--- config.mk ---
export PLATFORM = sky130hd
export DESIGN_NAME = fp_float_to_int_conv
export DESIGN_NICKNAME = d
export VERILOG_FILES = /design/src/rtl/fp_float_to_int_conv_pkg.sv /design/src/rtl/fp_exp_widen.sv /design/src/rtl/fp_float_to_int_conv.sv
export SDC_FILE = /design/constraint.sdc
export NUM_CORES = 1
export LEC_CHECK = 0
export CORE_UTILIZATION = 47
export DETAILED_ROUTE_END_ITERATION = 16
export HOLD_SLACK_MARGIN = 0.08
export PLACE_DENSITY = 0.69
export SLEW_MARGIN = 20
export SYNTH_ARGS = -nofsm -noshare
export SYNTH_HDL_FRONTEND = slang
export SYNTH_SLANG_ARGS = --single-unit
--- constraint.sdc ---
create_clock -name clk -period 8.2 [get_ports clk]
set_input_delay 1.23 -clock clk [delete_from_list [all_inputs] [get_ports clk]]
set_output_delay 1.23 -clock clk [all_outputs]
set_load 0.005 [all_outputs]
--- src/rtl/fp_float_to_int_conv_pkg.sv ---
`default_nettype none
// ============================================================================
// Module   : fp_float_to_int_conv_pkg
// Brief    : Shared widths, bias helpers and special-value classification
//            for the float-to-integer conversion path.
// Revision : 1.0 - initial release
// ============================================================================
package fp_float_to_int_conv_pkg;

  // Operand class produced by the exponent widening stage
  typedef enum logic [1:0] {
    CLS_ZERO   = 2'd0,
    CLS_FINITE = 2'd1,
    CLS_INF    = 2'd2,
    CLS_NAN    = 2'd3
  } fpClass_t;

  // Width of the extended exponent (one bit wider than IEEE)
  function automatic int extExpW(input int expW);
    return expW + 1;
  endfunction

  // Bias of the extended exponent format: 2^expW - 1
  function automatic int extBias(input int expW);
    return (1 << expW) - 1;
  endfunction

  // Width of the significand shift amount
  function automatic int shamtW(input int intW, input int sigW);
    return $clog2(intW + sigW);
  endfunction

  function automatic logic isNaN(input logic expAllOnes, input logic sigNonZero);
    return expAllOnes & sigNonZero;
  endfunction

  function automatic logic isInf(input logic expAllOnes, input logic sigNonZero);
    return expAllOnes & ~sigNonZero;
  endfunction

  function automatic logic isZero(input logic expAllZero, input logic sigNonZero);
    return expAllZero & ~sigNonZero;
  endfunction

endpackage
`default_nettype wire

--- src/rtl/fp_exp_widen.sv ---
`default_nettype none
// ============================================================================
// Module   : fp_exp_widen
// Brief    : Maps an IEEE exponent/significand pair to the extended-exponent
//            format (EXP_W+1 bits, bias 2^EXP_W-1). Subnormals are normalized
//            so that every finite nonzero operand carries an implicit one.
// Revision : 1.0 - initial release
// ============================================================================
module fp_exp_widen
  import fp_float_to_int_conv_pkg::*;
#(
  parameter int SIG_W = 23,
  parameter int EXP_W = 8
) (
  input  logic [EXP_W-1:0] i_exp,
  input  logic [SIG_W-1:0] i_sig,
  output logic [EXP_W:0]   o_extExp,
  output logic [SIG_W-1:0] o_sig,
  output fpClass_t         o_cls
);

  localparam int c_LZW = $clog2(SIG_W + 1);

  // Offset between IEEE bias and extended bias
  localparam logic [EXP_W:0] c_REBIAS = (EXP_W + 1)'(2 ** (EXP_W - 1));

  logic             w_expMax;
  logic             w_expZero;
  logic             w_sigNz;
  logic [c_LZW-1:0] w_lz;

  // Raw field classification
  always_comb begin
    w_expMax  = &i_exp;
    w_expZero = ~|i_exp;
    w_sigNz   = |i_sig;
  end

  // Leading-zero count of the significand (highest set bit wins)
  always_comb begin
    w_lz = '0;
    for (int i = 0; i < SIG_W; i++) begin
      if (i_sig[i]) w_lz = c_LZW'(SIG_W - 1 - i);
    end
  end

  // Re-bias normals, normalize subnormals, pin specials to the extremes
  always_comb begin
    o_extExp = {1'b0, i_exp} + c_REBIAS;
    o_sig    = i_sig;
    o_cls    = CLS_FINITE;
    if (isNaN(w_expMax, w_sigNz)) begin
      o_extExp = '1;
      o_cls    = CLS_NAN;
    end else if (isInf(w_expMax, w_sigNz)) begin
      o_extExp = '1;
      o_cls    = CLS_INF;
    end else if (isZero(w_expZero, w_sigNz)) begin
      o_extExp = '0;
      o_cls    = CLS_ZERO;
    end else if (w_expZero) begin
      // Leading one moves to the implicit position and is dropped
      o_extExp = c_REBIAS - (EXP_W + 1)'(w_lz);
      o_sig    = i_sig << (w_lz + c_LZW'(1));
    end
  end

endmodule
`default_nettype wire

--- src/rtl/fp_float_to_int_conv.sv ---
`default_nettype none
// ============================================================================
// Module   : fp_float_to_int_conv
// Brief    : IEEE float to signed/unsigned integer conversion with
//            round-toward-zero and saturation (RISC-V FCVT semantics).
//            One cycle of latency, one operation per cycle.
// Revision : 1.0 - initial release
// ============================================================================
module fp_float_to_int_conv
  import fp_float_to_int_conv_pkg::*;
#(
  parameter int INT_W = 64,
  parameter int SIG_W = 23,
  parameter int EXP_W = 8
) (
  input  logic                   clk,
  input  logic                   reset,
  input  logic                   in_valid,
  input  logic [EXP_W+SIG_W:0]   a_i,
  input  logic                   to_signed,
  input  logic                   half_width,
  output logic                   out_valid,
  output logic [INT_W-1:0]       z_o
);

  localparam int c_EXTW = extExpW(EXP_W);
  localparam int c_SHW  = shamtW(INT_W, SIG_W);
  localparam logic signed [c_EXTW:0] c_BIAS = (c_EXTW + 1)'(extBias(EXP_W));

  logic                     w_sign;
  logic [c_EXTW-1:0]        w_extExp;
  logic [SIG_W-1:0]         w_sig;
  fpClass_t                 w_cls;
  logic signed [c_EXTW:0]   w_unbExp;
  logic signed [c_EXTW:0]   w_nm1;
  logic                     w_fracOnly;
  logic                     w_over;
  logic                     w_atTop;
  logic [c_SHW-1:0]         w_eU;
  logic [INT_W-1:0]         w_mant;
  logic [INT_W-1:0]         w_mag;
  logic [INT_W-1:0]         w_maxPos;
  logic [INT_W-1:0]         w_minNeg;
  logic [INT_W-1:0]         w_raw;
  logic [INT_W-1:0]         w_result;
  logic [INT_W-1:0]         r_z;
  logic                     r_valid;

  assign w_sign = a_i[EXP_W+SIG_W];

  fp_exp_widen #(
    .SIG_W (SIG_W),
    .EXP_W (EXP_W)
  ) u_widen (
    .i_exp    (a_i[EXP_W+SIG_W-1:SIG_W]),
    .i_sig    (a_i[SIG_W-1:0]),
    .o_extExp (w_extExp),
    .o_sig    (w_sig),
    .o_cls    (w_cls)
  );

  // Unbiased exponent and range checks against the target width N
  always_comb begin
    w_unbExp   = $signed({1'b0, w_extExp}) - c_BIAS;
    w_nm1      = half_width ? (c_EXTW + 1)'(31) : (c_EXTW + 1)'(INT_W - 1);
    w_fracOnly = w_unbExp[c_EXTW];
    w_over     = w_unbExp > w_nm1;
    w_atTop    = w_unbExp == w_nm1;
    w_eU       = w_unbExp[c_SHW-1:0];
  end

  // Truncated magnitude: align the integer part of 1.sig to bit 0
  always_comb begin
    w_mant = INT_W'({1'b1, w_sig});
    if (w_eU >= c_SHW'(SIG_W)) w_mag = w_mant << (w_eU - c_SHW'(SIG_W));
    else                       w_mag = w_mant >> (c_SHW'(SIG_W) - w_eU);
  end

  // Saturation limits; half-width values are sign-extended from bit 31 later
  always_comb begin
    w_maxPos = '1;
    if (to_signed) w_maxPos = half_width ? INT_W'(32'h7FFF_FFFF) : {1'b0, {(INT_W-1){1'b1}}};
    w_minNeg = half_width ? INT_W'(32'h8000_0000) : {1'b1, {(INT_W-1){1'b0}}};
  end

  // Select the converted value or the saturated replacement.
  // A negative value at e = N-1 always lands on -2^(N-1): either it is exact
  // or it overflows and saturates to the same pattern.
  always_comb begin
    w_raw = '0;
    if (w_cls == CLS_NAN) begin
      w_raw = w_maxPos;
    end else if (w_cls == CLS_INF) begin
      if (!w_sign)        w_raw = w_maxPos;
      else if (to_signed) w_raw = w_minNeg;
    end else if (w_fracOnly) begin
      w_raw = '0;
    end else if (!w_sign) begin
      w_raw = (w_over || (to_signed && w_atTop)) ? w_maxPos : w_mag;
    end else if (to_signed) begin
      w_raw = (w_over || w_atTop) ? w_minNeg : -w_mag;
    end
  end

  generate
    if (INT_W > 32) begin : g_wide
      // 32-bit results are sign-extended from bit 31 in both modes
      always_comb begin
        w_result = half_width ? {{(INT_W-32){w_raw[31]}}, w_raw[31:0]} : w_raw;
      end
    end else begin : g_narrow
      always_comb begin
        w_result = w_raw;
      end
    end
  endgenerate

  // Output register; holds its value while no operation is issued
  always_ff @(posedge clk) begin
    if (reset) begin
      r_valid <= 1'b0;
      r_z     <= '0;
    end else begin
      r_valid <= in_valid;
      if (in_valid) r_z <= w_result;
    end
  end

  assign out_valid = r_valid;
  assign z_o       = r_z;

endmodule
`default_nettype wire

# --- Word-level counts from Yosys, hierarchy flattened ---
# Cells that the tools add are included.
word_totals:
  ff_bits: 65
  input_bits: 37
  output_inout_bits: 65
  wordCells: 77
op_classes:
  add_sub_neg: 7
  order_cmp: 2
  n_eq_ne: 3
  shift: 3
  mux: 49
  bitwise_logic: 4
  reduce_logical: 7
op_table:
  columns: ["operator", "n"]
  rows:
  - ["two-way mux 64 bit", 13]
  - ["two-way mux 5 bit", 23]
  - ["two-way mux 23 bit", 4]
  - ["negation 64 bit", 1]
  - ["<< shifter 24 x 7 -> 64 bit", 1]
  - ["right shift 24 x 7 -> 64 bit", 1]
  - ["two-way mux 63 bit", 1]
  - ["two-way mux 9 bit", 4]
  - ["OR reduction 23 bit", 1]
  - ["<< shifter 23 x 5 -> 23 bit", 1]
  - ["equality test 10 x 7 -> 1 bit", 1]
  - ["> comparator 10 x 7 -> 1 bit", 1]
  - ["subtractor 9 x 8 -> 10 bit, second input constant", 1]
  - ["adder 8 x 8 -> 9 bit, second input constant", 1]
  - ["subtractor 8 x 5 -> 9 bit, first input constant", 1]
  - ["AND reduction 8 bit", 1]
  - ["OR reduction 8 bit", 1]
  - [">= comparator 7 x 5 -> 1 bit, second input constant", 1]
  - ["subtractor 5 x 7 -> 7 bit, first input constant", 1]
  - ["subtractor 7 x 5 -> 7 bit, second input constant", 1]
  - ["two-way mux 6 bit", 1]
  - ["adder 5 x 1 -> 5 bit, second input constant", 1]
  - ["equality test 2 bit, second input constant", 2]
  - ["two-way mux 2 bit", 2]
  - ["other kinds (6)", 9]

# --- Logic depth before layout (Yosys ltp) ---
depth:
  word_depth: 40
  mapped_depth: 35
  depth_no_buf: 26

# --- Cells and area by module ---
# Synthesis repeated with hierarchy kept, for this count alone.
unflattened:
  cells_unflattened: 1630
  hier_area_um2: 11910.2
modules_own_cells:
  columns: ["mod", "n_inst", "cells_per_inst", "area_each_um2", "seq_area_each_um2"]
  rows:
  - ["fp_float_to_int_conv", 1, 1359, 10088.4, 1301.2]
  - ["fp_exp_widen", 1, 271, 1821.7, 0.0]

# --- Least setup slack after synthesis ---
# No wires, ideal clock.
synth_path:
  kind: "input to register"
  start: "in a_i[14]"
  end: "reg r_z[63], in the netlist z_o[63]"
  setup_ps: 79
  arrival_ps: 8649
  required_ps: 8121
  path_slack_ps: -529
  stages: 29
  n_path_buf: 5
  path_cell_list: "buf_6 or2_1 or3_1 a211o_1 buf_6 a21oi_4 inv_2 buf_2 buf_2 ha_1 or3_1 a31oi_2 a211oi_4 xnor2_1 inv_1 clkbuf_1 ha_1 a31o_2 xor2_1 nor3_1 o311a_1 o311a_1 a311o_1 nor4b_4 or4b_4 or4b_4 or4_1 a311o_1 a211oi_2"
synth_between:
  elab_chain_cells: 26
  word_cells_on_any_way: 51
  classes_between: "add/sub (6); order compare (2); eq/ne (3); shift (3); mux (29); bitwise (4); reduce/logical (4)"
synth_rtl:
  columns: ["element", "line_no", "rtl"]
  rows:
  - ["start, declared", "fp_float_to_int_conv.sv:19", "input logic [EXP_W+SIG_W:0] a_i,"]
  - ["two-way mux 5 bit (9 in a row)", "fp_exp_widen.sv:43", "if (i_sig[i]) w_lz = c_LZW'(SIG_W - 1 - i);"]
  - ["subtractor 8 x 5 -> 9 bit", "fp_exp_widen.sv:63", "o_extExp = c_REBIAS - (EXP_W + 1)'(w_lz);"]
  - ["two-way mux 9 bit", "fp_exp_widen.sv:61", "end else if (w_expZero) begin"]
  - ["two-way mux 9 bit", "fp_exp_widen.sv:58", "end else if (isZero(w_expZero, w_sigNz)) begin"]
  - ["two-way mux 9 bit", "fp_exp_widen.sv:55", "end else if (isInf(w_expMax, w_sigNz)) begin"]
  - ["two-way mux 9 bit", "fp_exp_widen.sv:52", "if (isNaN(w_expMax, w_sigNz)) begin"]
  - ["subtractor 9 x 8 -> 10 bit", "fp_float_to_int_conv.sv:64", "w_unbExp = $signed({1'b0, w_extExp}) - c_BIAS;"]
  - ["subtractor 5 x 7 -> 7 bit or subtractor 7 x 5 -> 7 bit (tied branches)", "fp_float_to_int_conv.sv:76, fp_float_to_int_conv.sv:75", null]
  - ["[2 not listed]", null, null]
  - ["negation 64 bit", "fp_float_to_int_conv.sv:101", "w_raw = (w_over || w_atTop) ? w_minNeg : -w_mag;"]
  - ["two-way mux 64 bit", "fp_float_to_int_conv.sv:101", null]
  - ["two-way mux 64 bit", "fp_float_to_int_conv.sv:100", "end else if (to_signed) begin"]
  - ["two-way mux 64 bit", "fp_float_to_int_conv.sv:98", "end else if (!w_sign) begin"]
  - ["two-way mux 64 bit", "fp_float_to_int_conv.sv:96", "end else if (w_fracOnly) begin"]
  - ["two-way mux 64 bit", "fp_float_to_int_conv.sv:93", "end else if (w_cls == CLS_INF) begin"]
  - ["two-way mux 64 bit (*)", "fp_float_to_int_conv.sv:91", "if (w_cls == CLS_NAN) begin"]
  - ["two-way mux 64 bit (*)", "fp_float_to_int_conv.sv:109", "w_result = half_width ? {{(INT_W-32){w_raw[31]}}, w_raw[31:0]} : w_raw;"]
  - ["end signal, assigned", "fp_float_to_int_conv.sv:125", "if (in_valid) r_z <= w_result;"]
  - ["end, declared", "fp_float_to_int_conv.sv:46", "logic [INT_W-1:0] r_z;"]
# Every way passes the cells marked *; elsewhere a longest branch is shown, timed or not.
# A chain may end at the register's enable or synchronous reset.

# --- Final worst setup path ---
layout_path:
  start: "in a_i[8]"
  end: "reg r_z[46], in the netlist z_o[46]"
layout_between:
  elab_chain_cells: 32
  word_cells_on_any_way: 57
  classes_between: "add/sub (6); order compare (2); eq/ne (3); shift (3); mux (35); bitwise (4); reduce/logical (4)"
layout_rtl:
  columns: ["element", "line_no"]
  rows:
  - ["two-way mux 5 bit (15 in a row)", "fp_exp_widen.sv:43"]
  - ["subtractor 8 x 5 -> 9 bit", "fp_exp_widen.sv:63"]
  - ["two-way mux 9 bit", "fp_exp_widen.sv:61"]
  - ["two-way mux 9 bit", "fp_exp_widen.sv:58"]
  - ["two-way mux 9 bit", "fp_exp_widen.sv:55"]
  - ["two-way mux 9 bit", "fp_exp_widen.sv:52"]
  - ["subtractor 9 x 8 -> 10 bit", "fp_float_to_int_conv.sv:64"]
  - ["subtractor 5 x 7 -> 7 bit or subtractor 7 x 5 -> 7 bit (tied branches)", "fp_float_to_int_conv.sv:76, fp_float_to_int_conv.sv:75"]
  - ["[2 not listed]", null]
  - ["negation 64 bit", "fp_float_to_int_conv.sv:101"]
  - ["two-way mux 64 bit", "fp_float_to_int_conv.sv:101"]
  - ["two-way mux 64 bit", "fp_float_to_int_conv.sv:100"]
  - ["two-way mux 64 bit", "fp_float_to_int_conv.sv:98"]
  - ["two-way mux 64 bit", "fp_float_to_int_conv.sv:96"]
  - ["two-way mux 64 bit", "fp_float_to_int_conv.sv:93"]
  - ["two-way mux 64 bit (*)", "fp_float_to_int_conv.sv:91"]
  - ["two-way mux 64 bit (*)", "fp_float_to_int_conv.sv:109"]
# Marks and branches as above.

==> reports/metrics.cfg <==
[sta]
slew_viol_final=0
finClkSkew_ps=0
rsz0062_at_grt=true
hold_slack_ps=460.4
slew_headroom_pct=31.24
fmax_mhz=123.5
fin_crit_ps=8100
period_share_pct=98.78
setup_violations=0
tns_ps=0
hold_violations=0
worst_slew_pin_slew_ps=1031

[grt]
overflow=0
track_usage_pct=49.10
grt_first_pass_wirelength_um=100600
grt_pass1_vias=17190
grt_max_degree=64
antenna_found_initial=2

[finish]
final_area_um2=17350
drive_above_1_share_pct=27.21
area_delta_synth_final_pct=42.30
fin_nets=2342
n_fill_cell=2260
multi_input_area_um2=10670
seq_area_um2=1301
fin_cells=2633

[logic_synthesis]
postSynthRegisterBits=65
synthFlopType=dfxtp_1
syn_inst=1874
yosysMostFrequentCell=nor2_1
synth_edf_count=0
async_flop_share_pct=0
synth_commonest_cells=nor2_1, nand2_1, a21oi_1, o21ai_0, clkbuf_1
synth.cell_area_um2=12190
synth_top_area_share_pct=10.67
syn-num-nets=1920
synth_area_leader_cell=dfxtp_1
synth.distinct_cells=112
yosysSeqAreaShare_pct=10.67
yosys_warnings=0
syn_area_per_cell_um2=6.506
synth_area_leaders=dfxtp_1, nor2_1, nand2_1

[die]
core_area_um2=25330
num_io_pins=102
num_rows=58
initial_core_util_pct=48.14
fp.dieW_um=163.1
fp.dieH_um=163.1
die-area_um2=26590

[placed_design]
placed_cells=2610
finalWeightedCongestion=1.157
dpl-instance-area_um2=16580
hpwl_um=52620
numPortBuffers=101

[worst_setup_path]
critPathTopFamily=compound AO/OA/AOI/OAI gates
critical_path_class=primary input to flip-flop
end_kind=flip-flop
crit_top_cell=nand2_1
cp_max_fo=18
max_stage_delay_ps=610
path_buf_inv=6
critPathSlowestCell=o21ai_0
worstPathRequired_ps=8450
worst_setup_path_start_kind=primary input
crit_arrival_ps=8350

[run]
maxCapViolCount=0

[clock_tree]
cts_made_buffers=9
clockBufferDepth=2
root_buffer=clkbuf_16
cts_sinks=65
htreeDepth=3
path_clk_slew_ps=60
cts_tree=built
clkLatencyLatePin_ps=330

[outcome]
status=complete, no violations

[route]
routed_via_density=7.125
postRouteAntennaNets=0
drt_iter0_markers=3032
routed_wl_um=66970
vias=18760
wl_per_cell_um=25.43
drt_pre_antenna_iters=7
drc=0

[power_and_ir_drop]
fin_total_pwr_mw=2.875
p_leak_nw=6.815
vdd_drop_max_mv=0.1609
cellPowerDensity_nw_per_um2=165.7

[min_path]
hold_path_class=flip-flop to flip-flop

==> state kept, by name (all words and copies together), names as in the netlist <==
signal and cells:
z_o 64, out_valid 1
==> power breakdown <==
part	switching, mW	internal (mW)	total [mW]	leakage, nW
sequential	0.0128	0.341	0.353	0.537
combinational	1.20	0.892	2.09	6.12
clock	0.152	0.275	0.427	0.159
total	1.37	1.51	2.87	6.81
==> kinds of logic after synthesis <==
logic type | synth area share, %
AOI/OAI and AO/OA | 43.08
xor gates and xnor gates | 3.356
adders and majority gates | 0.9237
buffers and inverters | 5.922
DFF | 10.67
muxes | 4.218
and+or+nand+nor | 31.82
==> tightest hold or removal path: cells and delay by family, from the launching register on <==
family | cells | cell delay, ps
compound gates | 1 | 60
flops | 1 | 320
simple gates | 1 | 40
==> stage by stage <==
stage | setup slack, ps | util [%]
2_1_floorplan | 21.49 | -
3_3_place_gp | -271.8 | 65.45
3_5_place_dp | -348.6 | 65.45
4_1_cts | 45.68 | 66.82
5_1_grt | -68.50 | 68.50
6_report | 100.2 | 68.50
==> final cells by class <==
type | instances | area share [%]
diodes | 2 | 0.02885
clock inverters | 6 | 0.5193
repair buffers | 556 | 26.07
flip-flops and latches | 65 | 7.500
multi-input cells | 1635 | 61.50
clock buffers | 10 | 1.377
inverters | 29 | 0.6274
well taps | 330 | 2.380
==> final timing paths <==
kind | startpoint | to | slack [ps] | depth (start not counted)
worst min-delay path | z_o[53]$_SDFFE_PP0P_ | z_o[53]$_SDFFE_PP0P_ | 460 | 2
worst max-delay path | a_i[8] | z_o[46]$_SDFFE_PP0P_ | 100 | 28
worst max register to register | z_o[42]$_SDFFE_PP0P_ | z_o[42]$_SDFFE_PP0P_ | 7270 | 3
worst min register to register | z_o[53]$_SDFFE_PP0P_ | z_o[53]$_SDFFE_PP0P_ | 460 | 2
==> timing repair <==
item	in CTS	in global routing
hold buffers	0	0
pin swaps	0	16
endpoints found under the setup margin	1	38
cloned	0	0
resized for setup	3	76
setup buffers	0	5
==> per-layer routing <==
metal  share of wire, %  vias up  track usage [%]
met5                  0        -                0
met4                 10        0            42.44
met3                 11      464            10.18
met2                 43     1556            76.60
met1                 35     8571            57.24
li1                   -     8168                -
==> layout by cell type, fill, tap and decap left out, types with 10 or more instances in the layout <==
master	count
a211oi_1	54
a21o_1	13
a21oi_1	132
a221oi_1	23
a22oi_1	16
a311oi_1	13
a31oi_1	42
and2_1	24
and3_1	11
buf_4	446
clkdlybuf4s50_1	98
dfxtp_1	65
inv_1	26
mux2i_1	28
nand2_1	195
nand2b_1	10
nand3_1	76
nand4_1	28
nor2_1	218
nor2b_1	12
nor3_1	91
nor4_1	23
o211a_1	10
o211ai_1	38
o21ai_0	108
o21ai_1	13
o21bai_1	12
o221ai_1	21
o22ai_1	33
o31a_1	10
o31ai_1	21
or3_1	22
xnor2_1	20
xor2_1	15
Power figures use the tool's default switching activity.
